**src/rtl/seg7_scan_driver.sv**
```systemverilog
// seg7_scan_driver: time-multiplexed 7-segment driver for the alarm-clock display.
// Scans NUM_DIGITS BCD digits onto one active-low segment bus with one-cold,
// active-low anodes. Each digit slot starts with a dead-time window to stop ghosting.
// New digit data is latched into a shadow copy only at frame boundaries, so a
// frame never shows a mix of old and new values.
// Optional feature: define DISP_BLINK_EN to enable per-digit blinking driven by
// blink_mask. Without it, blink_mask is accepted but has no effect.
module seg7_scan_driver #(
    parameter int NUM_DIGITS   = 4,
    parameter int SCAN_DIV     = 100000,
    parameter int BLANK_CYCLES = 1000,
    parameter int BLINK_DIV    = 25000000
) (
    input  logic                    clk,
    input  logic                    rst_n,
    input  logic                    en,
    input  logic [4*NUM_DIGITS-1:0] digits_in,
    input  logic [NUM_DIGITS-1:0]   dp_in,
    input  logic [NUM_DIGITS-1:0]   blink_mask,
    input  logic                    update,
    output logic [6:0]              seg,
    output logic                    dp_n,
    output logic [NUM_DIGITS-1:0]   an,
    output logic                    frame_done
);

    // Counter widths. The digit index keeps at least one bit so that a
    // single-digit build still has a legal index register.
    localparam int CNT_W = (SCAN_DIV > 1) ? $clog2(SCAN_DIV) : 1;
    localparam int IDX_W = (NUM_DIGITS > 1) ? $clog2(NUM_DIGITS) : 1;

    localparam logic [CNT_W-1:0] CNT_LAST  = CNT_W'(SCAN_DIV - 1);
    localparam logic [IDX_W-1:0] IDX_LAST  = IDX_W'(NUM_DIGITS - 1);
    localparam logic [CNT_W-1:0] BLANK_END = CNT_W'(BLANK_CYCLES);

    // Scan position
    logic [CNT_W-1:0] cnt;
    logic [IDX_W-1:0] idx;
    logic             boundary;

    // Shadow copy of the display data, changed only at frame boundaries
    logic [3:0]            digit_vec     [NUM_DIGITS];
    logic [3:0]            shadow_digits [NUM_DIGITS];
    logic [NUM_DIGITS-1:0] shadow_dp;
    logic [NUM_DIGITS-1:0] shadow_mask;
    logic                  pending;

    // Values for the digit currently being scanned
    logic       blink_phase;
    logic [3:0] cur_code;
    logic       cur_dp;
    logic       cur_hide;
    logic       in_blank;

    // BCD to active-low {a,b,c,d,e,f,g}. Codes 10..15 turn every segment off.
    function automatic logic [6:0] decode(input logic [3:0] code);
        logic [6:0] s;
        case (code)
            4'd0:    s = 7'b0000001;
            4'd1:    s = 7'b1001111;
            4'd2:    s = 7'b0010010;
            4'd3:    s = 7'b0000110;
            4'd4:    s = 7'b1001100;
            4'd5:    s = 7'b0100100;
            4'd6:    s = 7'b0100000;
            4'd7:    s = 7'b0001111;
            4'd8:    s = 7'b0000000;
            4'd9:    s = 7'b0001100;
            default: s = 7'b1111111;
        endcase
        return s;
    endfunction

    // Split the packed BCD input into one 4-bit code per digit
    for (genvar gi = 0; gi < NUM_DIGITS; gi++) begin : g_unpack
        assign digit_vec[gi] = digits_in[4*gi +: 4];
    end

    // Last cycle of the last digit slot, and only while scanning
    assign boundary = en && (cnt == CNT_LAST) && (idx == IDX_LAST);

`ifdef DISP_BLINK_EN
    localparam int BLINK_W = (BLINK_DIV > 1) ? $clog2(BLINK_DIV) : 1;
    localparam logic [BLINK_W-1:0] BLINK_LAST = BLINK_W'(BLINK_DIV - 1);

    logic [BLINK_W-1:0] blink_cnt;

    // Free-running blink timebase. It ignores en so the blink rhythm stays
    // steady when the display is switched off and back on.
    always_ff @(posedge clk or negedge rst_n) begin
        if (!rst_n) begin
            blink_cnt   <= '0;
            blink_phase <= 1'b0;
        end else if (blink_cnt == BLINK_LAST) begin
            blink_cnt   <= '0;
            blink_phase <= ~blink_phase;
        end else begin
            blink_cnt   <= blink_cnt + 1'b1;
        end
    end
`else
    // Blinking is compiled out, so digits are never hidden
    assign blink_phase = 1'b0;
`endif

    // Look up the current digit's shadow data and the dead-time window
    always_comb begin
        cur_code = shadow_digits[idx];
        cur_dp   = shadow_dp[idx];
        cur_hide = blink_phase & shadow_mask[idx];
        in_blank = (cnt < BLANK_END);
    end

    // Slot counter, digit index and frame pulse. Dropping en parks the scan at slot 0.
    always_ff @(posedge clk or negedge rst_n) begin
        if (!rst_n) begin
            cnt        <= '0;
            idx        <= '0;
            frame_done <= 1'b0;
        end else if (!en) begin
            cnt        <= '0;
            idx        <= '0;
            frame_done <= 1'b0;
        end else begin
            frame_done <= boundary;
            if (cnt == CNT_LAST) begin
                cnt <= '0;
                idx <= (idx == IDX_LAST) ? '0 : idx + 1'b1;
            end else begin
                cnt <= cnt + 1'b1;
            end
        end
    end

    // Latch update requests. Copy new data into the shadow only at a frame boundary.
    // A request that arrives on the boundary cycle itself is captured at once and
    // does not set pending.
    always_ff @(posedge clk or negedge rst_n) begin
        if (!rst_n) begin
            shadow_digits <= '{default: 4'hF};
            shadow_dp     <= '0;
            shadow_mask   <= '0;
            pending       <= 1'b0;
        end else if (boundary && (pending || update)) begin
            shadow_digits <= digit_vec;
            shadow_dp     <= dp_in;
            shadow_mask   <= blink_mask;
            pending       <= 1'b0;
        end else if (update) begin
            pending       <= 1'b1;
        end
    end

    // Registered display outputs, one cycle behind the scan position.
    // During dead time or when disabled everything is off. A blinked digit keeps
    // its anode active but shows no segments.
    always_ff @(posedge clk or negedge rst_n) begin
        if (!rst_n) begin
            seg  <= 7'b1111111;
            dp_n <= 1'b1;
            an   <= '1;
        end else if (!en || in_blank) begin
            seg  <= 7'b1111111;
            dp_n <= 1'b1;
            an   <= '1;
        end else begin
            an <= ~(NUM_DIGITS'(1) << idx);
            if (cur_hide) begin
                seg  <= 7'b1111111;
                dp_n <= 1'b1;
            end else begin
                seg  <= decode(cur_code);
                dp_n <= ~cur_dp;
            end
        end
    end

endmodule

```
**config.mk**
```make
export PLATFORM = sky130hd
export DESIGN_NAME = seg7_scan_driver
export DESIGN_NICKNAME = d
export VERILOG_FILES = /design/src/rtl/seg7_scan_driver.sv
export SDC_FILE = /design/constraint.sdc
export NUM_CORES = 1
export LEC_CHECK = 0
export ABC_CLOCK_PERIOD_IN_PS = 2800
export CAP_MARGIN = 20
export CORE_ASPECT_RATIO = 0.5
export CORE_MARGIN = 2
export CORE_UTILIZATION = 51
export CTS_CLUSTER_DIAMETER = 200
export DETAILED_ROUTE_END_ITERATION = 16
export PLACE_DENSITY = 0.8
export SLEW_MARGIN = 0
export SYNTH_ARGS = -nofsm -noshare
export SYNTH_HDL_FRONTEND = slang
export SYNTH_SLANG_ARGS = --single-unit
export TNS_END_PERCENT = 5
```
**constraint.sdc**
```tcl
create_clock -name clk -period 2.8 [get_ports clk]
set_input_delay 0.7 -clock clk [delete_from_list [all_inputs] [get_ports clk]]
set_output_delay 0.7 -clock clk [all_outputs]
set_load 0.05 [all_outputs]
```
# Yosys cells after proc, flatten, opt, wreduce, memory -nomap -nowiden
# Memory sizes are Yosys's and may differ from the RTL's.
# Cells that the tools add are included.
# totals
register_bits	53
mem_bits_ro	112
elab_cells	48
memories	1
# classes
add_sub_neg	2
order_cmp	3
n_eq_ne	3
shifts	1
muxes	16
bitwise_logic	3
reduce_logical	7
# memory_table
name	depth	word_bits	rd	rd_clocked_by_memory_dff	wr	line_no	rtl
(no name shown)	16	7	1	0	0	58	case (code)
# ops
cell	count
17-bit 2-to-1 mux	2
17-bit by 1-bit adder with 17-bit output (second input constant)	1
17-bit equality test (second input constant)	1
17-bit by 10-bit < comparator with 1-bit output (second input constant)	1
4-bit 2-to-1 mux	3
4-bit binary-select mux with 2-bit select	1
7-bit 2-to-1 mux	1
2-bit 2-to-1 mux	3
1-bit 2-to-1 mux	5
4-bit NOT	1
1-bit by 2-bit << shifter with 4-bit output (first input constant)	1
3-bit greater-or-equal comparator (second input constant)	1
1-bit logical AND	3
2-bit by 3-bit < comparator with 1-bit output (second input constant)	1
2-bit NOT with 3-bit output	1
2-bit by 1-bit adder with 2-bit output (second input constant)	1
1-bit binary-select mux with 2-bit select	1
2-bit equality test (second input constant)	1
1-bit logical OR	2
2-bit by 1-bit != test with 1-bit output (second input constant)	1
2-bit nonzero test	1
1-bit logical NOT	1
1-bit NOT	1

# Depth between registers and ports, before layout
# Gate-level depths: netlist of the first run.
# An unclocked memory read counts as a cell.
# logic_depth
word_depth	6
ltp_mapped	8
ltp_nobuf	7

# Least setup slack after synthesis of the first run
# No wires, ideal clock.
# synth_path
path_kind	flip-flop to flip-flop
start	register cnt[14]
end	register shadow_dp[0]
arrival_time_ns	2.235
required_time_ns	2.675
setup_slack_ns	0.441
stages_incl_launch_ff	6
n_path_buf	1
period_less_slack_ns	2.359
cell_sequence	dfrtp_1 or4_4 or4b_4 nor4_4 buf_6 mux2_2
# synth_between
elab_chain_len	4
# synth_lines
item	line_no	rtl
start: declaration	37	logic [CNT_W-1:0] cnt;
start signal: assignment	130	cnt <= cnt + 1'b1;
17-bit equality test	80	assign boundary = en && (cnt == CNT_LAST) && (idx == IDX_LAST);
1-bit logical AND (2 in a row)	80	
1-bit logical AND	144	end else if (boundary && (pending || update)) begin
end signal: assignment	146	shadow_dp <= dp_in;
end: declaration	44	logic [NUM_DIGITS-1:0] shadow_dp;
# No other way between the ends.
# A chain may end at the register's enable or synchronous reset.

# Final worst setup path of the first run
# layout_path
start	register cnt[14]
end	register shadow_dp[2]
# The elaborated chain is that of the path after synthesis.

==> impl_results.md, run 1 <==
* TritonCTS clock tree: yes
* Critical Path RT at 2.98 ns
* Setup slack after layout at 0.320 ns
* DR iter-0 viols at 40
* Clk_lat worst skew at 0.30 ns
* Hold/Removal Path Class: flop to flop
* CP Buf/Inv Count at 1
* Compound-cell area share of the yosys netlist at 6.21%
* Synth Instances at 214
* Yosys warns at 0
* Seq cells post-synth at 53
* Crit Path Category: flop to flop
* Tot GR Track Use at 17.1%
* Worst slew margin at 47.6%
* Per-cell routed wire length at 14.0 um
* Placed instance count at 315
* Seq/Total Area, Yosys at 53.2%
* Fraction of layout cells with a size suffix above 1 at 28.5%
* Synth Area in XOR/XNOR at 4.11%
* CP max FO at 20
* Reg2reg setup slack at 0.32 ns
* Total gr overflow at 0
* Final Core Density at 63.6%
* # hold bufs at CTS at 0
* Clock tree sinks at 53
* Vias in the first global route at 1730
* Initial antenna violation count at 0
* Leak at 1.23 nW
* Starting Density at 52.4%
* Clock buffer depth at 2
* Post-CTS resize count at 0
* CTS Buf Count at 5
* Startpoint types: flop
* Via density at 5.31
* First-pass GRT wire length at 7.48 mm
* Largest net degree at the start of global routing at 37
* # H-tree levels at 2
* Detail Placement HPWL at 3.37 mm
* Critical Path Max Stage Delay at 0.55 ns
* Synthesized-area fraction occupied by and/or/nand/nor cells at 13.9%
* Clock Pin Slew Worst Setup and Hold Paths at 0.09 ns
* # nets final at 291
* Max-slew violation count at 0
* I/O pin total at 41
* Post-Syn Area at 0.00256 mm^2
* Diode count at 0
* DR vias at 1716
* Non-filler instance count after layout at 323
* Peak VDD IR at 201 uV
* Cell taking the most area after synthesis: dfstp_2
* Hold Vio Cnt, Final at 0
* Core area at 0.00489 mm^2
* Mapped Avg Cell Area at 12.0 um^2
* Setup TNS at 0 ns
* Port bufs at 36
* Power Density at 427 mW/mm^2
* Post-synthesis net count at 253
* Share of the synthesized area in the top cell type at 28.8%
* Hold_ws at 0.468 ns
* Synth top area cells: dfstp_2 29%, dfrtp_1 24%, mux2_2 8.8%, ha_1 5.4%, mux4_2 4.4%
* RSZ-0062 raised after global routing: no
* Final clock period utilization by the worst path at 88.6%
* Post-route DRC at 0
* Worst Clk Skew at 0.0109 ns
* Cell family with most CP delay: simple AND/OR/NAND/NOR gates
* Worst Setup End Kind: flop
* Tightest Pin Transition at 0.786 ns
* FFs w/ async S/R, synth at 100%
* Die area at 0.00563 mm^2
* Site Rows at 18
* CTS root buf: clkbuf_8
* Total power at 1.33 mW
* Post-Synth Adder-Cell Area at 5.38%
* Post-synthesis mux area share at 13.6%
* Fmax at 0.403 GHz
* Post-Place Cell Area at 0.00300 mm^2
* Main combinational cell family by area after synthesis: simple AND/OR/NAND/NOR gates
* First-pass detailed-route iteration total at 4
* Pre-CTS setup slack at 0.341 ns
* GPL Wtd Cong at 0.819
* Number of synthesized flops with an enable pin at 0
* Status: complete, no violations
* Final Critical Period at 2.48 ns
* Post-route design area at 0.00311 mm^2
* Die Wd at 104 um
* WP data arrival at 2.66 ns
* Max-Cap Viols at 0
* DRT Wirelength at 4.54 mm
* Setup bufs post-CTS at 0
* Worst-path cell chain: or4_4 > or4b_4 > nor4_4 > buf_12 > mux2_2
* Netlist cell types at 36
* CP max-delay cell: or4_4
* Count of final setup violators at 0
* Post-synth top flop: dfstp_2
* DIE HEIGHT at 54.1 um
* Synth-to-layout area growth at 21.5%
* Post-DRT Antenna Nets at 0
-- where the power goes --
part | leakage, nW | switching (mW) | internal [mW] | total, mW
clock | 0.0566 | 0.237 | 0.256 | 0.493
combinational | 0.545 | 0.0268 | 0.0338 | 0.0607
sequential | 0.633 | 0.00314 | 0.771 | 0.774
-- layout by cell type (no fill, tap or decap), types with 2 or more instances in the layout --
cell type         n
a211oi_1          3
a21oi_1           7
a2bb2o_1          2
and3_1            2
buf_4             4
clkbuf_8          6
clkdlybuf4s50_1  35
dfrtp_1          25
dfstp_2          28
ha_1             11
inv_1            10
mux2_2           20
mux4_2            5
nand2_1          14
nand3_1           5
nand4_1           2
nor2_1           20
nor3_1            4
nor4_1            4
o21ai_0           8
o31ai_1           4
or2_2             3
or4_1             4
xnor2_1           8
xor2_1            4
-- worst paths after layout --
| kind | startpoint | end | depth (start not counted) |
|---|---|---|---|
| min | cnt[0] | cnt[0] | 1 |
| max | cnt[14] | shadow_dp[2] | 5 |
| max in group asynchronous | rst_n | shadow_digits[8] | 2 |
| max reg2reg | cnt[14] | shadow_dp[2] | 5 |
| min reg2reg | cnt[0] | cnt[0] | 1 |
| min in group asynchronous | rst_n | cnt[4] | 1 |
-- cells by family after synthesis --
logic type / count (synthesis)
DFF: 53
and+or+nand+nor: 66
adders and majority gates: 11
AOI/OAI and AO/OA: 26
muxes: 26
buffers and inverters: 20
xor gates and xnor gates: 12
-- registers in the layout, summed over array words and instances, names as in the netlist --
signal / count
dp_n: 1
frame_done: 1
an: 4
idx: 2
shadow_digits: 16
cnt: 17
pending: 1
seg: 7
shadow_dp: 4
-- metal layers --
layer | track usage [%] | part of all wire [%]
met5 | 0 | 0
met3 | 4.00 | 3.2
met1 | 17.9 | 43
met4 | 5.86 | 1.2
met2 | 35.5 | 53
-- synth_stat cells (all sizes together) (4+ instances only) --
cell and count:
or4 5, mux2 20, mux4 5, nor3 4
clkbuf 7, xnor2 8, a21oi 7, xor2 4
ha 11, dfstp 28, o21ai 9, nor4 5
dfrtp 25, nand3 5, nor2 20, nand2 14
o31ai 4, inv 10
-- layout make-up --
type	instances	area, um^2
flip-flops and latches	53	1360
repair buffers	41	405
inverters	10	37.5
multi-input cells	141	1110
clock buffers	8	111
fillers	377	1780
well taps	70	87.6
Note: power is estimated with default switching activity, not from simulation.
==> run 2, diff against run 1 <==
--- a/config.mk
+++ b/config.mk
@@ -7,12 +7,12 @@
 export LEC_CHECK = 0
 export ABC_CLOCK_PERIOD_IN_PS = 2800
 export CAP_MARGIN = 20
-export CORE_ASPECT_RATIO = 0.5
+export CORE_ASPECT_RATIO = 2
 export CORE_MARGIN = 2
-export CORE_UTILIZATION = 51
+export CORE_UTILIZATION = 50
 export CTS_CLUSTER_DIAMETER = 200
 export DETAILED_ROUTE_END_ITERATION = 16
-export PLACE_DENSITY = 0.8
+export PLACE_DENSITY = 0.78
 export SLEW_MARGIN = 0
 export SYNTH_ARGS = -nofsm -noshare
 export SYNTH_HDL_FRONTEND = slang
==> run 2 against run 1 <==
Effect of this change:
- cell area decreased by 1.4%
- power decreased by 5.7%
- cell count decreased by 4.0%
- global-route usage increased by 1.6 points
- clock power decreased by 16%
- hold slack got worse by 0.11 ns
- sequential power about the same
- largest power group unchanged
==> impl_results.md, run 2 (synthesis results as in run 1) <==
* Hold Vio Cnt, Final at 0 (unchanged)
* DRT Wirelength at 4.59 mm (+1.2%)
* Power Density at 408 mW/mm^2 (-4.3%)
* Fillers at 409 (+8.5%)
* Startpoint types: flop
* Setup TNS at 0 ns (unchanged)
* Post-Place Cell Area at 0.00298 mm^2 (-0.54%)
* Hold/Removal Path Class: primary input to async pin
* Largest net degree at the start of global routing at 31 (-16%)
* CP max FO at 20 (unchanged)
* Worst Setup End Kind: flop
* TritonCTS clock tree: yes
* # H-tree levels at 2 (unchanged)
* Final clock period utilization by the worst path at 91.1% (+2.5 points)
* Worst Clk Skew at 0.0162 ns (+0.00532 ns)
* Number of flip-flops under the largest register name at 17 (unchanged)
* Post-route design area at 0.00306 mm^2 (-1.4%)
* DR vias at 1725 (+0.52%)
* Core area at 0.00491 mm^2 (+0.46%)
* Clock Pin Slew Worst Setup and Hold Paths at 0.10 ns (about the same)
* I/O pin total at 41 (unchanged)
* Tightest Pin Transition at 0.545 ns (-0.241 ns)
* CTS root buf: clkbuf_8
* Per-cell routed wire length at 14.8 um (+5.4%)
* Max-Cap Viols at 0 (unchanged)
* Post-CTS resize count at 0 (unchanged)
* Synth-to-layout area growth at 19.8%
* Fraction of layout cells with a size suffix above 1 at 28.5% (unchanged)
* CTS Buf Count at 5 (unchanged)
* Final Critical Period at 2.55 ns (+0.0709 ns)
* Most frequent cells in the layout: 35 x clkdlybuf4s50_1, 28 x dfstp_2, 25 x dfrtp_1
* Die area at 0.00574 mm^2 (+1.9%)
* Starting Density at 52.1% (-0.24 points)
* Max-slew violation count at 0 (unchanged)
* Clock tree sinks at 53 (unchanged)
* Final Core Density at 62.4% (-1.2 points)
* # hold bufs at CTS at 0 (unchanged)
* Vias in the first global route at 1686 (-2.5%)
* First-pass detailed-route iteration total at 4 (unchanged)
* Tot GR Track Use at 18.7% (+1.6 points)
* Leak at 1.23 nW (-0.74%)
* Clock buffer depth at 2 (unchanged)
* Post-DRT Antenna Nets at 0 (unchanged)
* Site Rows at 36 (+18)
* Critical Path RT at 2.99 ns (about the same)
* Via density at 5.56 (+4.7%)
* Worst slew margin at 63.7% (+16 points)
* Diode count at 0 (unchanged)
* DR iter-0 viols at 18 (-55%)
* Clk_lat worst skew at 0.31 ns (about the same)
* Fmax at 0.392 GHz (-2.8%)
* RSZ-0062 raised after global routing: no
* Top reg by flops: cnt
* WP data arrival at 2.74 ns (+0.08 ns)
* Reg2reg setup slack at 0.25 ns (-0.07 ns)
* Setup bufs post-CTS at 0 (unchanged)
* Initial antenna violation count at 0 (unchanged)
* # nets final at 291 (unchanged)
* First-pass GRT wire length at 7.75 mm (+3.6%)
* Commonest non-fill, non-tap cell in the layout: clkdlybuf4s50_1
* Detail Placement HPWL at 3.61 mm (+7.2%)
* Total gr overflow at 0 (unchanged)
* Status: complete, no violations
* Port bufs at 36 (unchanged)
* Crit Path Category: flop to flop
* Count of final setup violators at 0 (unchanged)
* DIE HEIGHT at 105 um (+94%)
* Post-route DRC at 0 (unchanged)
* Peak VDD IR at 321 uV (+60%)
* GPL Wtd Cong at 0.771 (-5.8%)
* Die Wd at 54.6 um (-48%)
* Top flop regs: cnt x17, shadow_digits x16, seg x7
==> run 2: changes by cell type in the layout (fill, tap and decap cells not counted) <==
cell,change
clkinv_2,+2
clkbuf_16,-1
clkbuf_8,-1
==> run 2: stage by stage <==
step	cells	power (mW)	hold WS (ns)	setup slack, ns
3_3_place_gp	302	0.851	0.448	0.302
3_5_place_dp	302	0.851	0.460	0.255
5_1_grt	310	1.31	0.385	0.122
6_report	310	1.25	0.360	0.249
2_1_floorplan	214	0.797	0.404	0.441
4_1_cts	310	1.27	0.369	0.243
==> run 2: worst max-delay path: stages (launching register included) <==
cell and delay [ns]:
dfrtp_1 0.43, or4_4 0.54, or4b_4 0.53, nor4_4 0.26
buf_4 0.31, mux2_2 0.37
==> run 2: cell type report <==
class / instances / area (um^2) / area share, %
Sequential cell: 53 / 1360 / 44.4
Multi-Input combinational cell: 141 / 1110 / 36.1
Timing Repair Buffer: 41 / 405 / 13.2
Clock buffer: 6 / 72.6 / 2.37
Tap cell: 57 / 71.3 / 2.33
Inverter: 10 / 37.5 / 1.22
Clock inverter: 2 / 10.0 / 0.327
==> run 2: report_power, final <==
part           switching, mW  leakage, nW  internal, mW
registers            0.00304        0.633         0.771
clock network          0.241       0.0450         0.174
logic                 0.0277        0.548        0.0350
total                  0.272         1.23         0.979
==> run 2: layer usage <==
| layer | track usage, % | share of wire, % | up-vias |
|---|---|---|---|
| li1 | - | - | 823 |
| met1 | 19.7 | 34 | 864 |
| met2 | 33.6 | 61 | 29 |
| met3 | 3.29 | 2.6 | 9 |
| met4 | 8.04 | 2.4 | 0 |
| met5 | 0 | 0 | - |
==> run 2: final timing paths <==
path	from	to	cells past startpoint
max	cnt[13]	shadow_dp[1]	5
min	rst_n	cnt[2]	1
max reg2reg	cnt[13]	shadow_dp[1]	5
min reg2reg	cnt[0]	cnt[0]	1
max in group asynchronous	rst_n	shadow_digits[11]	2
min in group clk	cnt[0]	cnt[0]	1
